===== src/rtl/uart_fifo_ctrl_if.sv =====
// Purpose : Handshake, flag and memory-port bundle between the UART 16750 FIFO
//           controller and its user/memory side.
// Modports:
//   slave  - controller view: takes CLEAR/FIFO64/TRIG/PUSH/POP/OVR_CLR,
//            drives PUSH_RDY, DVALID, memory strobes/addresses and flags.
//   master - user view: the mirror image of slave.
interface uart_fifo_ctrl_if #(
    parameter int unsigned SIZE_E = 6
);
    logic              CLEAR;
    logic              FIFO64;
    logic [1:0]        TRIG;
    logic              PUSH;
    logic              PUSH_RDY;
    logic              POP;
    logic              DVALID;
    logic              MEM_READ;
    logic              MEM_WRITE;
    logic [SIZE_E:0]   MEM_RADDR;
    logic [SIZE_E:0]   MEM_WADDR;
    logic [SIZE_E:0]   COUNT;
    logic              EMPTY;
    logic              FULL;
    logic              TRIG_HIT;
    logic              OVERRUN;
    logic              OVR_CLR;

    modport slave (
        input  CLEAR, FIFO64, TRIG, PUSH, POP, OVR_CLR,
        output PUSH_RDY, DVALID, MEM_READ, MEM_WRITE, MEM_RADDR, MEM_WADDR,
               COUNT, EMPTY, FULL, TRIG_HIT, OVERRUN
    );

    modport master (
        output CLEAR, FIFO64, TRIG, PUSH, POP, OVR_CLR,
        input  PUSH_RDY, DVALID, MEM_READ, MEM_WRITE, MEM_RADDR, MEM_WADDR,
               COUNT, EMPTY, FULL, TRIG_HIT, OVERRUN
    );
endinterface


===== src/rtl/uart_fifo_ctrl.sv =====
// Purpose : Pointer, flag and handshake controller for the UART 16750 RX/TX
//           FIFO storage array (2**SIZE_E entries, registered read).
// Ports   :
//   CLK  - clock, rising edge
//   RST  - asynchronous active-high reset
//   bus  - uart_fifo_ctrl_if.slave: push/pop handshake, memory strobes and
//          addresses, fill level and status flags.
module uart_fifo_ctrl #(
    parameter int unsigned      SIZE_E = 6,
    parameter logic [3:0][3:0]  TRIG16 = {4'd14, 4'd8, 4'd4, 4'd1},
    parameter logic [3:0][5:0]  TRIG64 = {6'd56, 6'd32, 6'd16, 6'd1}
) (
    input  logic              CLK,
    input  logic              RST,
    uart_fifo_ctrl_if.slave   bus
);

    typedef logic [SIZE_E:0] ptr_t;

    localparam ptr_t Cap64 = ptr_t'(1) << SIZE_E;
    localparam ptr_t Cap16 = ptr_t'(16);

    ptr_t r_rptr, r_rptr_d;
    ptr_t r_wptr, r_wptr_d;
    ptr_t r_count, r_count_d;
    logic r_dvalid, r_dvalid_d;
    logic r_overrun, r_overrun_d;
    logic r_fifo64;

    logic        w_empty;
    logic        w_full;
    ptr_t        w_cap;
    logic [7:0]  w_thresh;
    logic        w_trig_hit;
    logic        w_clear;
    logic        w_pop_ok;
    logic        w_push_rdy;
    logic        w_write;
    logic        w_ovr_set;

    // Flags come from registered COUNT only; PUSH/POP never reach them.
    assign w_empty    = (r_count == '0);
    assign w_cap      = bus.FIFO64 ? Cap64 : Cap16;
    assign w_full     = (r_count == w_cap);
    assign w_thresh   = bus.FIFO64 ? 8'(TRIG64[bus.TRIG]) : 8'(TRIG16[bus.TRIG]);
    assign w_trig_hit = (32'(r_count) >= 32'(w_thresh));

    // A mode switch flushes exactly like CLEAR.
    assign w_clear    = bus.CLEAR || (bus.FIFO64 != r_fifo64);

    // Memory gives read priority: a pop blocks a concurrent push.
    assign w_pop_ok   = bus.POP && !w_empty && !w_clear;
    assign w_push_rdy = !w_full && !w_pop_ok && !w_clear;
    assign w_write    = bus.PUSH && w_push_rdy;
    assign w_ovr_set  = bus.PUSH && w_full;

    always_comb begin
        r_rptr_d    = r_rptr;
        r_wptr_d    = r_wptr;
        r_count_d   = r_count;
        r_dvalid_d  = w_pop_ok;
        r_overrun_d = r_overrun;

        if (w_clear) begin
            r_rptr_d   = '0;
            r_wptr_d   = '0;
            r_count_d  = '0;
            r_dvalid_d = 1'b0;
        end else if (w_pop_ok) begin
            r_rptr_d  = r_rptr + ptr_t'(1);
            r_count_d = r_count - ptr_t'(1);
        end else if (w_write) begin
            r_wptr_d  = r_wptr + ptr_t'(1);
            r_count_d = r_count + ptr_t'(1);
        end

        // Set wins over a coincident clear request.
        if (w_ovr_set) begin
            r_overrun_d = 1'b1;
        end else if (bus.OVR_CLR) begin
            r_overrun_d = 1'b0;
        end
    end

    always_ff @(posedge CLK or posedge RST) begin
        if (RST) begin
            r_rptr    <= '0;
            r_wptr    <= '0;
            r_count   <= '0;
            r_dvalid  <= 1'b0;
            r_overrun <= 1'b0;
            r_fifo64  <= 1'b0;
        end else begin
            r_rptr    <= r_rptr_d;
            r_wptr    <= r_wptr_d;
            r_count   <= r_count_d;
            r_dvalid  <= r_dvalid_d;
            r_overrun <= r_overrun_d;
            r_fifo64  <= bus.FIFO64;
        end
    end

    // While RST is high every output is forced idle without waiting for an edge.
    assign bus.PUSH_RDY  = w_push_rdy && !RST;
    assign bus.MEM_READ  = w_pop_ok && !RST;
    assign bus.MEM_WRITE = w_write && !RST;
    assign bus.MEM_RADDR = r_rptr;
    assign bus.MEM_WADDR = r_wptr;
    assign bus.DVALID    = r_dvalid;
    assign bus.COUNT     = r_count;
    assign bus.EMPTY     = w_empty;
    assign bus.FULL      = w_full;
    assign bus.TRIG_HIT  = w_trig_hit;
    assign bus.OVERRUN   = r_overrun;

endmodule


===== src/flat_wrapper.sv =====
// flat-port wrapper written by rule: the top's interface ports become plain ports
module uart_fifo_ctrl_flat 
#(
    parameter int unsigned      SIZE_E = 6,
    parameter logic [3:0][3:0]  TRIG16 = {4'd14, 4'd8, 4'd4, 4'd1},
    parameter logic [3:0][5:0]  TRIG64 = {6'd56, 6'd32, 6'd16, 6'd1}
)
  (CLK, RST, bus_CLEAR, bus_FIFO64, bus_TRIG, bus_PUSH, bus_POP, bus_OVR_CLR, bus_PUSH_RDY, bus_DVALID, bus_MEM_READ, bus_MEM_WRITE, bus_MEM_RADDR, bus_MEM_WADDR, bus_COUNT, bus_EMPTY, bus_FULL, bus_TRIG_HIT, bus_OVERRUN);
  uart_fifo_ctrl_if #(.SIZE_E(SIZE_E)) bus_i ();
  input  logic CLK;
  input  logic RST;
  input wire logic [$bits(bus_i.CLEAR)-1:0] bus_CLEAR;
  input wire logic [$bits(bus_i.FIFO64)-1:0] bus_FIFO64;
  input wire logic [$bits(bus_i.TRIG)-1:0] bus_TRIG;
  input wire logic [$bits(bus_i.PUSH)-1:0] bus_PUSH;
  input wire logic [$bits(bus_i.POP)-1:0] bus_POP;
  input wire logic [$bits(bus_i.OVR_CLR)-1:0] bus_OVR_CLR;
  output wire logic [$bits(bus_i.PUSH_RDY)-1:0] bus_PUSH_RDY;
  output wire logic [$bits(bus_i.DVALID)-1:0] bus_DVALID;
  output wire logic [$bits(bus_i.MEM_READ)-1:0] bus_MEM_READ;
  output wire logic [$bits(bus_i.MEM_WRITE)-1:0] bus_MEM_WRITE;
  output wire logic [$bits(bus_i.MEM_RADDR)-1:0] bus_MEM_RADDR;
  output wire logic [$bits(bus_i.MEM_WADDR)-1:0] bus_MEM_WADDR;
  output wire logic [$bits(bus_i.COUNT)-1:0] bus_COUNT;
  output wire logic [$bits(bus_i.EMPTY)-1:0] bus_EMPTY;
  output wire logic [$bits(bus_i.FULL)-1:0] bus_FULL;
  output wire logic [$bits(bus_i.TRIG_HIT)-1:0] bus_TRIG_HIT;
  output wire logic [$bits(bus_i.OVERRUN)-1:0] bus_OVERRUN;
  assign bus_i.CLEAR = bus_CLEAR;
  assign bus_i.FIFO64 = bus_FIFO64;
  assign bus_i.TRIG = bus_TRIG;
  assign bus_i.PUSH = bus_PUSH;
  assign bus_i.POP = bus_POP;
  assign bus_i.OVR_CLR = bus_OVR_CLR;
  assign bus_PUSH_RDY = bus_i.PUSH_RDY;
  assign bus_DVALID = bus_i.DVALID;
  assign bus_MEM_READ = bus_i.MEM_READ;
  assign bus_MEM_WRITE = bus_i.MEM_WRITE;
  assign bus_MEM_RADDR = bus_i.MEM_RADDR;
  assign bus_MEM_WADDR = bus_i.MEM_WADDR;
  assign bus_COUNT = bus_i.COUNT;
  assign bus_EMPTY = bus_i.EMPTY;
  assign bus_FULL = bus_i.FULL;
  assign bus_TRIG_HIT = bus_i.TRIG_HIT;
  assign bus_OVERRUN = bus_i.OVERRUN;
  uart_fifo_ctrl #(.SIZE_E(SIZE_E), .TRIG16(TRIG16), .TRIG64(TRIG64)) u_core (.CLK(CLK), .RST(RST), .bus(bus_i));
endmodule

===== config.mk =====
export PLATFORM = sky130hd
export DESIGN_NAME = uart_fifo_ctrl_flat
export DESIGN_NICKNAME = d
export VERILOG_FILES = /design/src/rtl/uart_fifo_ctrl_if.sv /design/src/rtl/uart_fifo_ctrl.sv /design/src/flat_wrapper.sv
export SDC_FILE = /design/constraint.sdc
export NUM_CORES = 1
export LEC_CHECK = 0
export CAP_MARGIN = 20
export CORE_MARGIN = 3
export CORE_UTILIZATION = 45
export DETAILED_ROUTE_END_ITERATION = 10
export GPL_TIMING_DRIVEN = 0
export HOLD_SLACK_MARGIN = 0.08
export PLACE_DENSITY_LB_ADDON = 0.2
export SETUP_SLACK_MARGIN = 0.15
export SYNTH_ARGS = -nofsm -noshare
export SYNTH_HDL_FRONTEND = slang
export SYNTH_SLANG_ARGS = --single-unit

===== constraint.sdc =====
create_clock -name CLK -period 6.6 [get_ports CLK]
set_input_delay 1.65 -clock CLK [delete_from_list [all_inputs] [get_ports CLK]]
set_output_delay 1.65 -clock CLK [all_outputs]
set_load 0.01 [all_outputs]

After elaboration in Yosys (flattened, before gate mapping)
Cells that the tools add are included.
{"block": "classes", "n_addsub": 4, "n_lt_le_gt_ge": 2, "eq_ne": 3, "muxes": 17, "n_reduce_logical": 21}
{"operator": "7-bit two-way mux", "n": 9}
{"operator": "7-bit by 1-bit adder with 7-bit output, second input constant", "n": 3}
{"operator": "6-bit binary-select mux with 2-bit select", "n": 1}
{"operator": "6-bit two-way mux", "n": 2}
{"operator": "1-bit logical AND", "n": 9}
{"operator": "4-bit binary-select mux with 2-bit select", "n": 1}
{"operator": "7-bit by 8-bit greater-or-equal comparator with 1-bit output", "n": 1}
{"operator": "7-bit equality test", "n": 1}
{"operator": "7-bit zero test", "n": 1}
{"operator": "7-bit by 1-bit subtractor with 7-bit output, second input constant", "n": 1}
{"operator": "2-bit nonzero test", "n": 3}
{"operator": "1-bit zero test", "n": 5}
{"operator": "4-bit two-way mux", "n": 1}
{"operator": "2-bit by 3-bit less-than comparator with 1-bit output, second input constant", "n": 1}
{"operator": "1-bit two-way mux", "n": 3}
{"operator": "3-bit nonzero test", "n": 1}
{"operator": "2-bit by 1-bit inequality test with 1-bit output, second input constant", "n": 1}
{"operator": "2-bit AND reduction", "n": 1}
{"operator": "1-bit logical OR", "n": 1}
{"operator": "1-bit inequality test", "n": 1}
{"block": "totals", "reg_bits": 24, "output_inout_bits": 29}

Longest topological paths before layout
Gate-level depths: netlist (run 1).
{"block": "depth", "word_depth": 11, "mapped_depth": 11, "mapped_depth_nobuf": 10}

Worst setup path after synthesis (run 1)
Ideal clock, no wire load.
{"block": "synth_timing", "kind": "input to output", "startpoint": "input bus_TRIG[1]", "endpoint": "output bus_TRIG_HIT", "arrival_ps": 2780, "setup_slack_ps": 2170, "stages": 7, "path_buffers": 0, "cell_sequence": "nor2_1 > ha_1 > nand2b_1 > a21o_1 > a21o_1 > a211oi_1 > o21ai_0"}
{"block": "synth_via", "elab_chain_cells": 4}
{"item": "from (decl)", "line_no": "flat_wrapper.sv:14", "rtl": "input wire logic [$bits(bus_i.TRIG)-1:0] bus_TRIG;"}
{"item": "4-bit binary-select mux with 2-bit select or 6-bit binary-select mux with 2-bit select (tied branches)", "line_no": "uart_fifo_ctrl.sv:45", "rtl": "assign w_thresh = bus.FIFO64 ? 8'(TRIG64[bus.TRIG]) : 8'(TRIG16[bus.TRIG]);"}
{"item": "4-bit two-way mux (implied by the code) or 6-bit two-way mux (tied branches)", "line_no": "uart_fifo_ctrl.sv:45"}
{"item": "6-bit two-way mux *", "line_no": "uart_fifo_ctrl.sv:45"}
{"item": "7-bit by 8-bit greater-or-equal comparator with 1-bit output *", "line_no": "uart_fifo_ctrl.sv:46", "rtl": "assign w_trig_hit = (32'(r_count) >= 32'(w_thresh));"}
{"item": "to (decl)", "line_no": "flat_wrapper.sv:27", "rtl": "output wire logic [$bits(bus_i.TRIG_HIT)-1:0] bus_TRIG_HIT;"}
Every way passes the cells marked *; elsewhere a longest branch is shown, timed or not. The select of a mux whose other input is x is not followed.

Final worst setup path (run 1)
{"block": "layout_timing", "startpoint": "input bus_FIFO64", "endpoint": "output bus_TRIG_HIT"}
{"block": "layout_via", "elab_chain_cells": 2}
{"item": "from (decl)", "line_no": "flat_wrapper.sv:13", "rtl": "input wire logic [$bits(bus_i.FIFO64)-1:0] bus_FIFO64;"}
{"item": "6-bit two-way mux", "line_no": "uart_fifo_ctrl.sv:45"}
{"item": "7-bit by 8-bit greater-or-equal comparator with 1-bit output", "line_no": "uart_fifo_ctrl.sv:46"}
No other way between the ends.

==> run metrics, run 1 <==
clock power share 21.9%; CP top delay family buffers and inverters; Post-synth EDFFs 0; first-pass GRT wire length around 6500 µm; Buf/Inv on CP 3; router iterations before antenna repair 4; Critical Path End Type output port; Initial DRC Count 42; DRC violations left 0; clock tree from TritonCTS done; chip height 65.8 µm; Power Dens Cells approximately 140 mW/mm²; vias in the first global route between 1,000 and 1,500; via count 1,438; # diodes 0; switching fraction of total power 29.6%; clock sink count 24; initial antenna violation count 0; via/cell ratio 5.47; min-delay worst type flop to flop; Finish-stage setup viols 0; IO Pins 38; largest area contributor in the netlist dfrtp_1; Req. time, crit path 4950 ps; RSZ-0062 raised after global routing false; post-synthesis sequential area ratio a little under two fifths; hold-fix buffers at CTS 0; commonest cells after routing, fill and taps aside clkdlybuf4s50_1 (37), dfrtp_1 (24), nor2_1 (20); post-CTS sizing 0; Core ar. 0.00339 mm²; most common cell after layout, fill and taps aside clkdlybuf4s50_1; IO buf count 37; Ys Warns 0; Design Power just under 0.3 mW; layout cell share with drive strength beyond 1 roughly 4.6%; mapped cell area 0.00161 mm²; root buffer cell clkbuf_4; WL/cell 14.7 µm; asr flop ratio synth 100%; total grt overflow 0; postcts setup bufs 0; Cell Chain, Critical Path clkdlybuf4s50_1 -> inv_1 -> nand3_1 -> ha_1 -> a21o_1 -> a21o_1 -> a211oi_1 -> o21ai_0 -> clkdlybuf4s50_1; crit-path max cell delay between 500 and 600 ps; VDD IR max just under 0.08 mV; power share of the combinational group 25.0%; Worst Hold End u_core.bus.OVERRUN; CP Launch Type primary input; Avg Cell Area, Syn 9.08 µm²; Yosys reg bits 24; total of max-cap violations 0; largest net degree at the start of global routing 25; Area Growth Syn to Fin 28.0%; Fin. Hold Viols 0; min Tclk post-route 5560 ps; DP Worst Slack 1010 ps; CP max FO 8; CTS buffer count 3; FMAX 180 MHz; Worst-Margin Slew 906 ps; R2R cell count 11; Total GRT Usage approximately a fifth; initial core utilization roughly 47%; Worst path slowest cell clkdlybuf4s50_1; clk_skew 1.75 ps; Min Hold Slack between 500 and 600 ps; # rows 21; clock transition at the registers of the reported paths around 120 ps; HP Start u_core.bus.OVERRUN; worst r2r src u_core.bus.COUNT[6]; status complete, no violations; CTS Buffer Depth 2; Pleak around 0.89 nW; share of the synthesized area in the top cell type 37.4%; top cells by area, synth dfrtp_1 (37%), ha_1 (10%), nor2_1 (4.7%), o21ai_0 (3.7%), xor2_1 (3.3%); final wirelength 3880 µm; Pins Over Slew Limit 0; Post-synth top flop dfrtp_1; sequential group share of total power 53.1%; reg2reg end u_core.bus.COUNT[6]; worst setup margin 1040 ps; Mapped Cells 177; arrival time worst endpoint 3910 ps; Fin Setup TNS 0 ps; worst skew pair latency just over 300 ps; Net Sw Power 0.0860 mW; Post-layout nets about 240; CP Class primary input to output port; synth unique cells 39; hold path cells 2; Slew headroom 39.5%; die area 0.00432 mm²; Post-DRT Antenna Nets 0; htree depth 1; routability cong. 0.799; die width 65.8 µm; Tcrit/Tclk final 84.2%; Fillers 291; Reg2Reg Setup Slack 3440 ps; Net Count, Synth 200; hpwl dp approximately 3000 µm; Int Power 0.204 mW
==> synthesized netlist by cell type (2+ instances only) <==
library cell  number
dfrtp_1           24
nor2_1            20
ha_1              13
nand2_1           13
o21ai_0           12
a21oi_1            9
inv_1              9
nor3_1             7
nand3_1            6
or3_1              6
xor2_1             6
a21o_1             4
clkbuf_1           4
mux2i_1            4
xnor2_1            4
a211oi_1           3
and3_1             3
nand2b_1           3
nand4_1            3
nor2b_1            3
o211ai_1           2
o21a_1             2
==> area by class of cell <==
type                            instances  area (µm²)  area share, %
Sequential cell                        24         601           29.2
Tap cell                               46        57.6           2.80
Multi-Input combinational cell        139         952           46.3
Inverter                                9        33.8           1.64
Clock buffer                            3        22.5           1.09
Buffer                                  5        20.0          0.973
Timing Repair Buffer                   37         370           18.0
==> power by group through the flow <==
stage / Sequential [mW] / Combinational [mW] / Clock [mW]
after floorplan: 0.157 / 0.0428 / 0
after global placement: 0.157 / 0.0705 / 0
after detailed placement: 0.157 / 0.0728 / 0
after CTS: 0.154 / 0.0732 / 0.0655
after global routing: 0.155 / 0.0794 / 0.0718
final: 0.154 / 0.0724 / 0.0636
==> worst reg2reg max path: cells and delay by family, from the launching register on <==
family / cells / cell delay, ps
adder cells (fa/ha/maj): 1 / 350
AND/OR/NAND/NOR: 3 / 940
buffers and inverters: 2 / 360
AO/OA/AOI/OAI: 5 / 940
flip-flops: 1 / 490
==> metrics by stage <==
stage	instances	util, %	area [µm²]
3_3_place_gp	260	60.0	2030
5_1_grt	263	60.7	2060
4_1_cts	263	60.7	2060
6_report	263	60.7	2060
2_1_floorplan	177	-	1610
3_5_place_dp	260	60.0	2030
==> logic make-up (layout without fill, tap and decap cells) <==
kind of cell	after synthesis	in the layout	share of synthesized area [%]
xor gates and xnor gates	10	10	5.45
adders and majority gates	14	14	11.4
and+or+nand+nor	69	69	21.4
buffers and inverters	14	54	3.35
muxes	5	5	3.19
AOI/OAI and AO/OA	41	41	17.8
DFF	24	24	37.4
==> state kept, by name (all words and copies together), names as in the netlist <==
register	count
u_core.bus.COUNT	7
u_core.bus.MEM_RADDR	7
u_core.bus.MEM_WADDR	7
u_core.bus.DVALID	1
u_core.bus.OVERRUN	1
u_core.r_fifo64	1
==> worst max-delay path by stage <==
stage                startpoint           end  depth (start not counted)
global placement     bus_FIFO64  bus_TRIG_HIT                          9
global route         bus_FIFO64  bus_TRIG_HIT                          9
detailed placement   bus_FIFO64  bus_TRIG_HIT                          9
floorplan           bus_TRIG[1]  bus_TRIG_HIT                          7
finish               bus_FIFO64  bus_TRIG_HIT                          9
CTS                  bus_FIFO64  bus_TRIG_HIT                          9
==> layer usage <==
layer / vias to the layer above / GRT usage (%) / wire length [µm]
met5: - / 0 / 0
met1: 693 / 24.2 / 1730
met3: 4 / 3.59 / 150
met2: 26 / 33.7 / 1960
met4: 0 / 5.18 / 37
li1: 715 / - / -
Note: power is estimated with default switching activity, not from simulation.
==> inputs of run 2 (changes only) <==
clock period = 5.45 ns   (was 6.6 ns; I/O delays follow)
==> results of run 2 <==
The final DEF is identical to that of run 1. Status: complete, no violations.
Main changes from that run: setup slack after placement 1010 ps -> 439 ps; setup slack after layout 1040 ps -> 465 ps; register-to-register setup slack 3440 ps -> 2290 ps; total power 0.290 mW -> 0.351 mW; worst IR drop on VDD 0.0774 mV -> 0.0938 mV
